$ cat src/rtl/stopwatch_ctrl_if.sv
// Front-panel and counter-chain signals of the stopwatch sequencer.
// master drives the raw controls and tick; slave is the sequencer itself.
interface stopwatch_ctrl_if;
    logic       tick_100hz;
    logic       start_stop;
    logic       hold;
    logic       adjust;
    logic       overflow;
    logic       count_step;
    logic       count_clr;
    logic       adj_step;
    logic       freeze;
    logic       led;
    logic       overflow_flag;
    logic [1:0] state;

    modport master (
        output tick_100hz, start_stop, hold, adjust, overflow,
        input  count_step, count_clr, adj_step, freeze, led, overflow_flag, state
    );

    modport slave (
        input  tick_100hz, start_stop, hold, adjust, overflow,
        output count_step, count_clr, adj_step, freeze, led, overflow_flag, state
    );
endinterface

$ cat src/rtl/stopwatch_ctrl.sv
// Stopwatch control sequencer: button sync/debounce, run/lap/adjust FSM,
// auto-repeat and long-press clear, driving counter strobes and display freeze.
module stopwatch_ctrl #(
    parameter int DEB_TICKS           = 2,
    parameter int REPEAT_DELAY_TICKS  = 50,
    parameter int REPEAT_PERIOD_TICKS = 10,
    parameter int CLEAR_TICKS         = 200
) (
    input  logic             CLK_50MHz,
    input  logic             reset,
    stopwatch_ctrl_if.slave  bus
);
    typedef enum logic [1:0] {
        IDLE   = 2'd0,
        RUN    = 2'd1,
        LAP    = 2'd2,
        ADJUST = 2'd3
    } state_t;

    localparam int DW   = $clog2(DEB_TICKS + 1);
    localparam int CW   = $clog2(CLEAR_TICKS + 1);
    localparam int RMAX = (REPEAT_DELAY_TICKS > REPEAT_PERIOD_TICKS) ? REPEAT_DELAY_TICKS : REPEAT_PERIOD_TICKS;
    localparam int RW   = $clog2(RMAX + 1);

    // Bit 0 start_stop, bit 1 hold (both active-low), bit 2 adjust (active-high).
    localparam logic [2:0] IN_IDLE = 3'b011;

    logic [2:0]    raw_s;
    logic [2:0]    sync1_r;
    logic [2:0]    sync2_r;
    logic [2:0]    deb_r;
    logic [1:0]    deb_d_r;
    logic [DW-1:0] deb_cnt_r [3];
    logic [CW-1:0] hold_cnt_r;
    logic [RW-1:0] rep_cnt_r;
    logic          rep_armed_r;
    logic [RW-1:0] rep_last_s;

    logic ss_press_s, hold_press_s, ss_down_s, hold_down_s, adj_lvl_s;
    logic long_clear_s, rep_fire_s, running_s;

    state_t state_r;
    logic   count_step_r, count_clr_r, adj_step_r, freeze_r, led_r, overflow_flag_r;

    assign raw_s = {bus.adjust, bus.hold, bus.start_stop};

    // Two-flop synchroniser for all three front-panel inputs.
    always_ff @(posedge CLK_50MHz or posedge reset) begin
        if (reset) begin
            sync1_r <= IN_IDLE;
            sync2_r <= IN_IDLE;
        end else begin
            sync1_r <= raw_s;
            sync2_r <= sync1_r;
        end
    end

    // Tick-based debouncers; a counter only runs while the level disagrees.
    always_ff @(posedge CLK_50MHz or posedge reset) begin
        if (reset) begin
            deb_r   <= IN_IDLE;
            deb_d_r <= 2'b11;
            for (int i = 0; i < 3; i++) deb_cnt_r[i] <= {DW{1'b0}};
        end else begin
            deb_d_r <= deb_r[1:0];
            for (int i = 0; i < 3; i++) begin
                if (sync2_r[i] == deb_r[i]) begin
                    deb_cnt_r[i] <= {DW{1'b0}};
                end else if (bus.tick_100hz) begin
                    if (deb_cnt_r[i] >= DW'(DEB_TICKS - 1)) begin
                        deb_r[i]     <= sync2_r[i];
                        deb_cnt_r[i] <= {DW{1'b0}};
                    end else begin
                        deb_cnt_r[i] <= deb_cnt_r[i] + DW'(1);
                    end
                end
            end
        end
    end

    assign ss_press_s   = deb_d_r[0] & ~deb_r[0];
    assign hold_press_s = deb_d_r[1] & ~deb_r[1];
    assign ss_down_s    = ~deb_r[0];
    assign hold_down_s  = ~deb_r[1];
    assign adj_lvl_s    = deb_r[2];
    assign running_s    = (state_r == RUN) || (state_r == LAP);

    // The one-shot fires on the tick that brings the count to CLEAR_TICKS.
    assign long_clear_s = hold_down_s & bus.tick_100hz & (hold_cnt_r == CW'(CLEAR_TICKS - 1));

    // Long-press timer for hold, saturating at CLEAR_TICKS.
    always_ff @(posedge CLK_50MHz or posedge reset) begin
        if (reset) begin
            hold_cnt_r <= {CW{1'b0}};
        end else if (!hold_down_s) begin
            hold_cnt_r <= {CW{1'b0}};
        end else if (bus.tick_100hz && (hold_cnt_r != CW'(CLEAR_TICKS))) begin
            hold_cnt_r <= hold_cnt_r + CW'(1);
        end
    end

    assign rep_last_s = rep_armed_r ? RW'(REPEAT_PERIOD_TICKS - 1) : RW'(REPEAT_DELAY_TICKS - 1);
    assign rep_fire_s = (state_r == ADJUST) & ss_down_s & bus.tick_100hz & (rep_cnt_r == rep_last_s);

    // Auto-repeat timer: initial delay first, then the shorter period.
    always_ff @(posedge CLK_50MHz or posedge reset) begin
        if (reset) begin
            rep_cnt_r   <= {RW{1'b0}};
            rep_armed_r <= 1'b0;
        end else if ((state_r != ADJUST) || !ss_down_s) begin
            rep_cnt_r   <= {RW{1'b0}};
            rep_armed_r <= 1'b0;
        end else if (bus.tick_100hz) begin
            if (rep_cnt_r == rep_last_s) begin
                rep_cnt_r   <= {RW{1'b0}};
                rep_armed_r <= 1'b1;
            end else begin
                rep_cnt_r <= rep_cnt_r + RW'(1);
            end
        end
    end

    // Main sequencer with registered strobes and levels.
    always_ff @(posedge CLK_50MHz or posedge reset) begin
        if (reset) begin
            state_r         <= IDLE;
            count_step_r    <= 1'b0;
            count_clr_r     <= 1'b0;
            adj_step_r      <= 1'b0;
            freeze_r        <= 1'b0;
            led_r           <= 1'b0;
            overflow_flag_r <= 1'b0;
        end else begin
            count_step_r <= bus.tick_100hz & running_s;
            count_clr_r  <= 1'b0;
            adj_step_r   <= 1'b0;
            if (long_clear_s) begin
                count_clr_r     <= 1'b1;
                state_r         <= IDLE;
                freeze_r        <= 1'b0;
                led_r           <= 1'b0;
                overflow_flag_r <= 1'b0;
            end else if (bus.overflow && running_s) begin
                state_r         <= IDLE;
                freeze_r        <= 1'b0;
                led_r           <= 1'b0;
                overflow_flag_r <= 1'b1;
            end else begin
                // Hold is tested before start_stop so a simultaneous start_stop press is dropped.
                case (state_r)
                    IDLE: begin
                        if (hold_press_s) begin
                            count_clr_r     <= 1'b1;
                            overflow_flag_r <= 1'b0;
                        end else if (ss_press_s) begin
                            state_r <= RUN;
                            led_r   <= 1'b1;
                        end else if (adj_lvl_s) begin
                            state_r <= ADJUST;
                        end
                    end
                    RUN: begin
                        if (hold_press_s) begin
                            state_r  <= LAP;
                            freeze_r <= 1'b1;
                        end else if (ss_press_s) begin
                            state_r <= IDLE;
                            led_r   <= 1'b0;
                        end
                    end
                    LAP: begin
                        if (hold_press_s) begin
                            state_r  <= RUN;
                            freeze_r <= 1'b0;
                        end else if (ss_press_s) begin
                            state_r  <= IDLE;
                            freeze_r <= 1'b0;
                            led_r    <= 1'b0;
                        end
                    end
                    ADJUST: begin
                        if (hold_press_s) begin
                            count_clr_r <= 1'b1;
                        end else if (ss_press_s) begin
                            adj_step_r <= 1'b1;
                        end else if (!adj_lvl_s) begin
                            state_r <= IDLE;
                        end else if (rep_fire_s) begin
                            adj_step_r <= 1'b1;
                        end
                    end
                    default: begin
                        state_r  <= IDLE;
                        freeze_r <= 1'b0;
                        led_r    <= 1'b0;
                    end
                endcase
            end
        end
    end

    assign bus.state         = state_r;
    assign bus.count_step    = count_step_r;
    assign bus.count_clr     = count_clr_r;
    assign bus.adj_step      = adj_step_r;
    assign bus.freeze        = freeze_r;
    assign bus.led           = led_r;
    assign bus.overflow_flag = overflow_flag_r;
endmodule

$ cat src/flat_wrapper.sv
// flat-port wrapper written by rule: the top's interface ports become plain ports
module stopwatch_ctrl_flat 
#(
    parameter int DEB_TICKS           = 2,
    parameter int REPEAT_DELAY_TICKS  = 50,
    parameter int REPEAT_PERIOD_TICKS = 10,
    parameter int CLEAR_TICKS         = 200
)
  (CLK_50MHz, reset, bus_tick_100hz, bus_start_stop, bus_hold, bus_adjust, bus_overflow, bus_count_step, bus_count_clr, bus_adj_step, bus_freeze, bus_led, bus_overflow_flag, bus_state);
  stopwatch_ctrl_if bus_i ();
  input  logic CLK_50MHz;
  input  logic reset;
  input wire logic [$bits(bus_i.tick_100hz)-1:0] bus_tick_100hz;
  input wire logic [$bits(bus_i.start_stop)-1:0] bus_start_stop;
  input wire logic [$bits(bus_i.hold)-1:0] bus_hold;
  input wire logic [$bits(bus_i.adjust)-1:0] bus_adjust;
  input wire logic [$bits(bus_i.overflow)-1:0] bus_overflow;
  output wire logic [$bits(bus_i.count_step)-1:0] bus_count_step;
  output wire logic [$bits(bus_i.count_clr)-1:0] bus_count_clr;
  output wire logic [$bits(bus_i.adj_step)-1:0] bus_adj_step;
  output wire logic [$bits(bus_i.freeze)-1:0] bus_freeze;
  output wire logic [$bits(bus_i.led)-1:0] bus_led;
  output wire logic [$bits(bus_i.overflow_flag)-1:0] bus_overflow_flag;
  output wire logic [$bits(bus_i.state)-1:0] bus_state;
  assign bus_i.tick_100hz = bus_tick_100hz;
  assign bus_i.start_stop = bus_start_stop;
  assign bus_i.hold = bus_hold;
  assign bus_i.adjust = bus_adjust;
  assign bus_i.overflow = bus_overflow;
  assign bus_count_step = bus_i.count_step;
  assign bus_count_clr = bus_i.count_clr;
  assign bus_adj_step = bus_i.adj_step;
  assign bus_freeze = bus_i.freeze;
  assign bus_led = bus_i.led;
  assign bus_overflow_flag = bus_i.overflow_flag;
  assign bus_state = bus_i.state;
  stopwatch_ctrl #(.DEB_TICKS(DEB_TICKS), .REPEAT_DELAY_TICKS(REPEAT_DELAY_TICKS), .REPEAT_PERIOD_TICKS(REPEAT_PERIOD_TICKS), .CLEAR_TICKS(CLEAR_TICKS)) u_core (.CLK_50MHz(CLK_50MHz), .reset(reset), .bus(bus_i));
endmodule
$ cat config.mk
export PLATFORM = sky130hd
export DESIGN_NAME = stopwatch_ctrl_flat
export DESIGN_NICKNAME = d
export VERILOG_FILES = /design/src/rtl/stopwatch_ctrl_if.sv /design/src/rtl/stopwatch_ctrl.sv /design/src/flat_wrapper.sv
export SDC_FILE = /design/constraint.sdc
export NUM_CORES = 1
export LEC_CHECK = 0
export ABC_CLOCK_PERIOD_IN_PS = 3100
export CAP_MARGIN = 10
export CORE_AREA = 10 10 75 77
export DETAILED_ROUTE_END_ITERATION = 6
export DIE_AREA = 0 0 85 87
export DONT_BUFFER_PORTS = 1
export PLACE_DENSITY = 0.65
export SLEW_MARGIN = 20
export SYNTH_ARGS = -nofsm -noshare
export SYNTH_HDL_FRONTEND = slang
export SYNTH_SLANG_ARGS = --single-unit
$ cat constraint.sdc
create_clock -name CLK_50MHz -period 3.1 [get_ports CLK_50MHz]
set_clock_uncertainty 0.05 [all_clocks]
set_input_delay 0.155 -clock CLK_50MHz [delete_from_list [all_inputs] [get_ports CLK_50MHz]]
set_output_delay 0.155 -clock CLK_50MHz [all_outputs]
set_load 0.02 [all_outputs]
### After elaboration in Yosys (flattened, before gate mapping)

Cells that the tools add are included.

| storage, ports and cells | value |
|---|---|
| register bits after elaboration | 40 |
| bits of input ports | 7 |
| output and inout port bits | 8 |
| logic and storage cells | 142 |

| cells by class | value |
|---|---|
| $add $sub $neg | 5 |
| magnitude comparators | 3 |
| equal/unequal tests | 20 |
| multiplexer cells | 57 |
| bitwise logic cells | 13 |
| reductions and logical operators | 25 |

Operators by type and width:

| operator | number |
|---|---|
| $mux 2 | 20 |
| $mux 1 | 28 |
| $mux 6 | 4 |
| $ne 4x4->1 const B | 5 |
| $mux 8 | 2 |
| $reduce_and 3->1 | 4 |
| $reduce_bool 2->1 | 6 |
| $reduce_and 5->1 | 2 |
| $add 8x1->8 const B | 1 |
| $and 1x1->1 | 8 |
| $eq 8x8->1 const B | 1 |
| $ne 4x1->1 const B | 2 |
| $ne 8x8->1 const B | 1 |
| $pmux 2 s4 | 1 |
| $reduce_bool 4->1 | 2 |
| $add 2x1->2 const B | 3 |
| $add 6x1->6 const B | 1 |
| $eq 6x6->1 | 1 |
| $ge 2x1->1 const B | 3 |
| $reduce_bool 3->1 | 2 |
| $ne 5x1->1 const B | 1 |
| $ne 5x2->1 const B | 1 |
| $not 1->1 | 5 |
| $eq 2x2->1 const B | 2 |
| other kinds (10) | 17 |

### Depth between registers and ports, before layout

| depth | value |
|---|---|
| word-level depth | 11 |
| depth in mapped cells | 7 |
| gate-level depth less buffers | 7 |

### Worst setup path after synthesis

Ideal clock, no wire load.

| timing path | value |
|---|---|
| path kind | reg2reg |
| from | register u_core.state_r[0] (netlist: u_core.bus.state[0]) |
| to | register u_core.led_r (netlist: u_core.bus.led) |
| setup time | 0.133 ns |
| arrival time | 1.512 ns |
| required time | 2.917 ns |
| slack | 1.404 ns |
| stages on the path, launching flop included | 8 |
| path buffers | 0 |
| clock period less this slack | 1.696 ns |
| cells stage by stage | dfrtp_1 -> inv_1 -> ha_1 -> nor2b_1 -> o22ai_1 -> o21ai_0 -> a2bb2oi_1 -> nor2_1 |

| between the ends | value |
|---|---|
| longest elaborated chain between the ends | 5 |
| elaborated cells on any way between the ends | 15 |
| those cells by class | eq/ne: 6; mux: 3; reduce/logical: 6 |

RTL lines:

| element | RTL line | text |
|---|---|---|
| from (decl) | stopwatch_ctrl.sv:42 | `state_t state_r;` |
| from (signal assigned) | stopwatch_ctrl.sv:126 | `state_r <= IDLE;` |
| from (signal assigned) | stopwatch_ctrl.sv:139 | `state_r <= IDLE;` |
| from (signal assigned) | stopwatch_ctrl.sv:144 | `state_r <= IDLE;` |
| $eq 2x2->1 or $eq 2x1->1 (tied branches) | stopwatch_ctrl.sv:86, stopwatch_ctrl.sv:150 |  |
| $reduce_or 2->1 (no source line) or $logic_or 1x1->1 (tied branches) | -- |  |
| $pmux 1 s2 or $logic_and 1x1->1 (tied branches) | stopwatch_ctrl.sv:150, stopwatch_ctrl.sv:143 |  |
| $mux 1 (tied with other cells) | stopwatch_ctrl.sv:143 | `end else if (bus.overflow && running_s) begin` |
| $mux 1 or $reduce_and 5->1 (tied branches) | -- |  |
| to (signal assigned) | stopwatch_ctrl.sv:141 | `led_r <= 1'b0;` |
| to (signal assigned) | stopwatch_ctrl.sv:146 | `led_r <= 1'b0;` |
| to (signal assigned) | stopwatch_ctrl.sv:157 | `led_r <= 1'b1;` |
| to (decl) | stopwatch_ctrl.sv:43 | `logic count_step_r, count_clr_r, adj_step_r, freeze_r, led_r, overflow_flag_r;` |

Parallel ways exist; a longest one is shown, timed or not.
A chain may end at the register's enable or synchronous reset.

### Final worst setup path

Ends and elaborated chain as after synthesis.

==> results.md <==
- Largest net degree at the start of global routing: 41
- Root Buffer: clkbuf_8
- Setup crit end: u_core.bus.led$_DFFE_PP0P_
- FFs w/ async S/R, synth: 1.00
- Worst Tran Pin Value: ~560 ps
- Die H: 87 um
- I/O pins: 15
- M2 GR Usage: 0.165
- Critical Path Fanout Max: 6
- Mapped Nets: 215
- Leakage Power: between 0.9 and 1 nW
- DRT Wirelength: between 3000 and 4000 um
- Final GP Congestion: approximately 0.84
- Crit Path Category: register to register
- RSZ-0062 raised after global routing: no
- Register area share after synthesis: 0.494
- Clock buffer depth: 2
- DP Worst Slack: 1190 ps
- Worst slew margin: 0.626
- Critical Path End Type: register
- Reg2reg setup slack: between 1000 and 1500 ps
- All-Layer GR Usage: 0.103
- Gr busiest metal: met2
- DR pass1 iterations: 4
- Reg2Reg Depth: 7
- Initial Util: 0.483
- Htree depth: 2
- Worst setup margin: approximately 1100 ps
- Design area: 0.00223 sq mm
- Initial antenna violation count: 0
- Final Hold Fails: 0
- Final worst-path cycle share: 0.632
- FF+latch count, synth: 40
- Post-route DRC: 0
- Pins Over Slew Limit: 0
- Clock Latency Late Sink: 290 ps
- Met3 Resource Use GR: 0.0356
- DR iter-0 viols: about 100
- # rows: 24
- Number of inserted diodes: 0
- IO buf count: 0
- DR vias: ~1400
- Final setup viols: 0
- Hold WC Path Type: input port to register
- Die W: around 85 um
- DIE AREA: around 0.0074 sq mm
- Synth Cell Area: roughly 0.0020 sq mm
- Global-route wire length before repair: 6350 um
- Dpl cell area: ~0.0021 sq mm
- Status: finished clean
- P per Cell Area: 810 mW/mm^2
- Num CTS Buffers: 5
- Met1 Use GR: 0.121
- Clock sinks: 40
- Antenna Nets Post-Route: 0
- Worst path required time: about 3200 ps
- RR Endpoint: u_core.bus.led$_DFFE_PP0P_
- Post-synth top flop: dfrtp_1
- Overall Power: 1.81 mW
- Fmax: between 500 and 600 MHz
- Synth warn: 0
- Avg Synthesized Cell Area: between 10 and 15 sq um
- Post-CTS repair timing setup buffer count: 0
- Hpwl dp: 2560 um
- Share of cells above drive strength 1: 0.118
- Max cap viols: 0
- Drt wl/cell: ~14 um
- CTS tree: yes
- Data arrival time of the critical path: 2070 ps
- Setup TNS: 0 ps
- Post-synth cell types: between 40 and 50
- Post-Synthesis Cells: between 150 and 200
- Crit path time final: ~2000 ps
- GR Overflow Total: 0
- Vias in the first global route: about 1400
- Peak supply drop: roughly 0.34 mV
- Core ar.: roughly 0.0042 sq mm
- P&R area growth vs syn: 9.06%
- Critical Path Source: u_core.bus.state[0]$_DFFE_PP0P_
- Post-CTS Resized: 0
- R2R Path Start: u_core.bus.state[0]$_DFFE_PP0P_
- Worst Setup Start Kind: register
- Post-synth EDFFs: 0
- Vias/cell: roughly 5.4
- Nets: around 220
- Clock slew at reported path FFs: 70 ps
-- routing by layer --
metal	wire length, um	vias up
li1	-	675
met1	1680	687
met2	1690	23
met3	207	4
met4	56	0
met5	0	-
-- through the flow --
stage	hold slack, ps	util	std cells
3_5_place_dp	110	0.493	243
3_3_place_gp	110	0.493	243
6_report	17.4	0.527	256
2_1_floorplan	109	-	196
5_1_grt	23.4	0.527	256
4_1_cts	19.3	0.527	256
-- report_power, final --
group	internal (mW)	leakage, nW	switching (mW)
registers	0.665	0.507	0.182
logic	0.281	0.387	0.332
clock network	0.181	0.0455	0.166
total	1.13	0.939	0.680
-- what timing repair did --
item                                    CTS  global route
endpoints found under the setup margin    0             0
hold endpoints to repair                 45             0
hold buffers                              5             0
-- logic make-up after synthesis --
kind of cell,synth area share
compound gates,0.104
buf+inv,0.0465
flops,0.494
simple gates,0.166
fa+ha+maj,0.0734
mux,0.0557
xor+xnor,0.0600
-- cells in the mapped netlist, drive strengths merged (2+ instances only) --
master   number  area (sq um)
a21oi        12          60.1
buf           5          23.8
dfrtp        32           801
dfstp         8           210
ha           12           150
inv          18          67.6
mux2          3          33.8
mux2i         8          80.1
nand2         7          26.3
nand2b        7          46.3
nand3         9          45.0
nand4         2          12.5
nand4bb       3          33.8
nor2         25          93.8
nor2b         6          40.0
nor3          3          20.0
o21ai         4          23.8
o22ai         2          12.5
o2bb2ai       2          17.5
xnor2         8          70.1
xor2          6          52.6
-- sequential cells by signal (all words and copies together) (netlist names), 2 cells and up --
| signal | cells |
|---|---|
| u_core.rep_cnt_r | 6 |
| u_core.sync1_r | 3 |
| u_core.deb_r | 3 |
| u_core.deb_cnt_r | 6 |
| u_core.bus.state | 2 |
| u_core.hold_cnt_r | 8 |
| u_core.deb_d_r | 2 |
| u_core.sync2_r | 3 |
-- how the worst min path moves through the flow --
stage	slack [ps]	startpoint	cells past startpoint	endpoint
2_1_floorplan	110	bus_start_stop	0	u_core.sync1_r[0]$_DFF_PP1_
3_3_place_gp	110	bus_hold	0	u_core.sync1_r[1]$_DFF_PP1_
3_5_place_dp	110	bus_hold	0	u_core.sync1_r[1]$_DFF_PP1_
4_1_cts	20	bus_tick_100hz	2	u_core.deb_cnt_r[5]$_DFFE_PP0P_
5_1_grt	20	bus_tick_100hz	2	u_core.deb_cnt_r[5]$_DFFE_PP0P_
6_report	20	bus_tick_100hz	2	u_core.deb_cnt_r[5]$_DFFE_PP0P_
-- placed cells by master, fill, tap and decap left out, drive strengths merged, types with 2 or more instances in the layout --
master	n
nand4bb	3
nand2b	7
nor2	25
o21ai	4
nand3	9
nand2	7
a21oi	12
mux2i	8
inv	18
o2bb2ai	2
nor3	3
dfrtp	32
nand4	2
xnor2	8
ha	12
o22ai	2
nor2b	6
mux2	3
xor2	6
dlygate4sd3	5
dfstp	8
clkbuf	8
-- critical path: stages, from the launching register on --
cell and delay (ps):
dfrtp_1 570, inv_1 150, ha_1 370, nor2b_1 160
o22ai_1 190, o21ai_0 120, a2bb2oi_1 180, nor2_1 60
-- layout make-up --
type	instances	area (sq um)
fillers	368	2000
flip-flops and latches	40	1010
multi-input cells	132	938
clock buffers	8	90.1
inverters	18	67.6
well taps	52	65.1
repair buffers	6	57.6
Power figures use the tool's default switching activity.
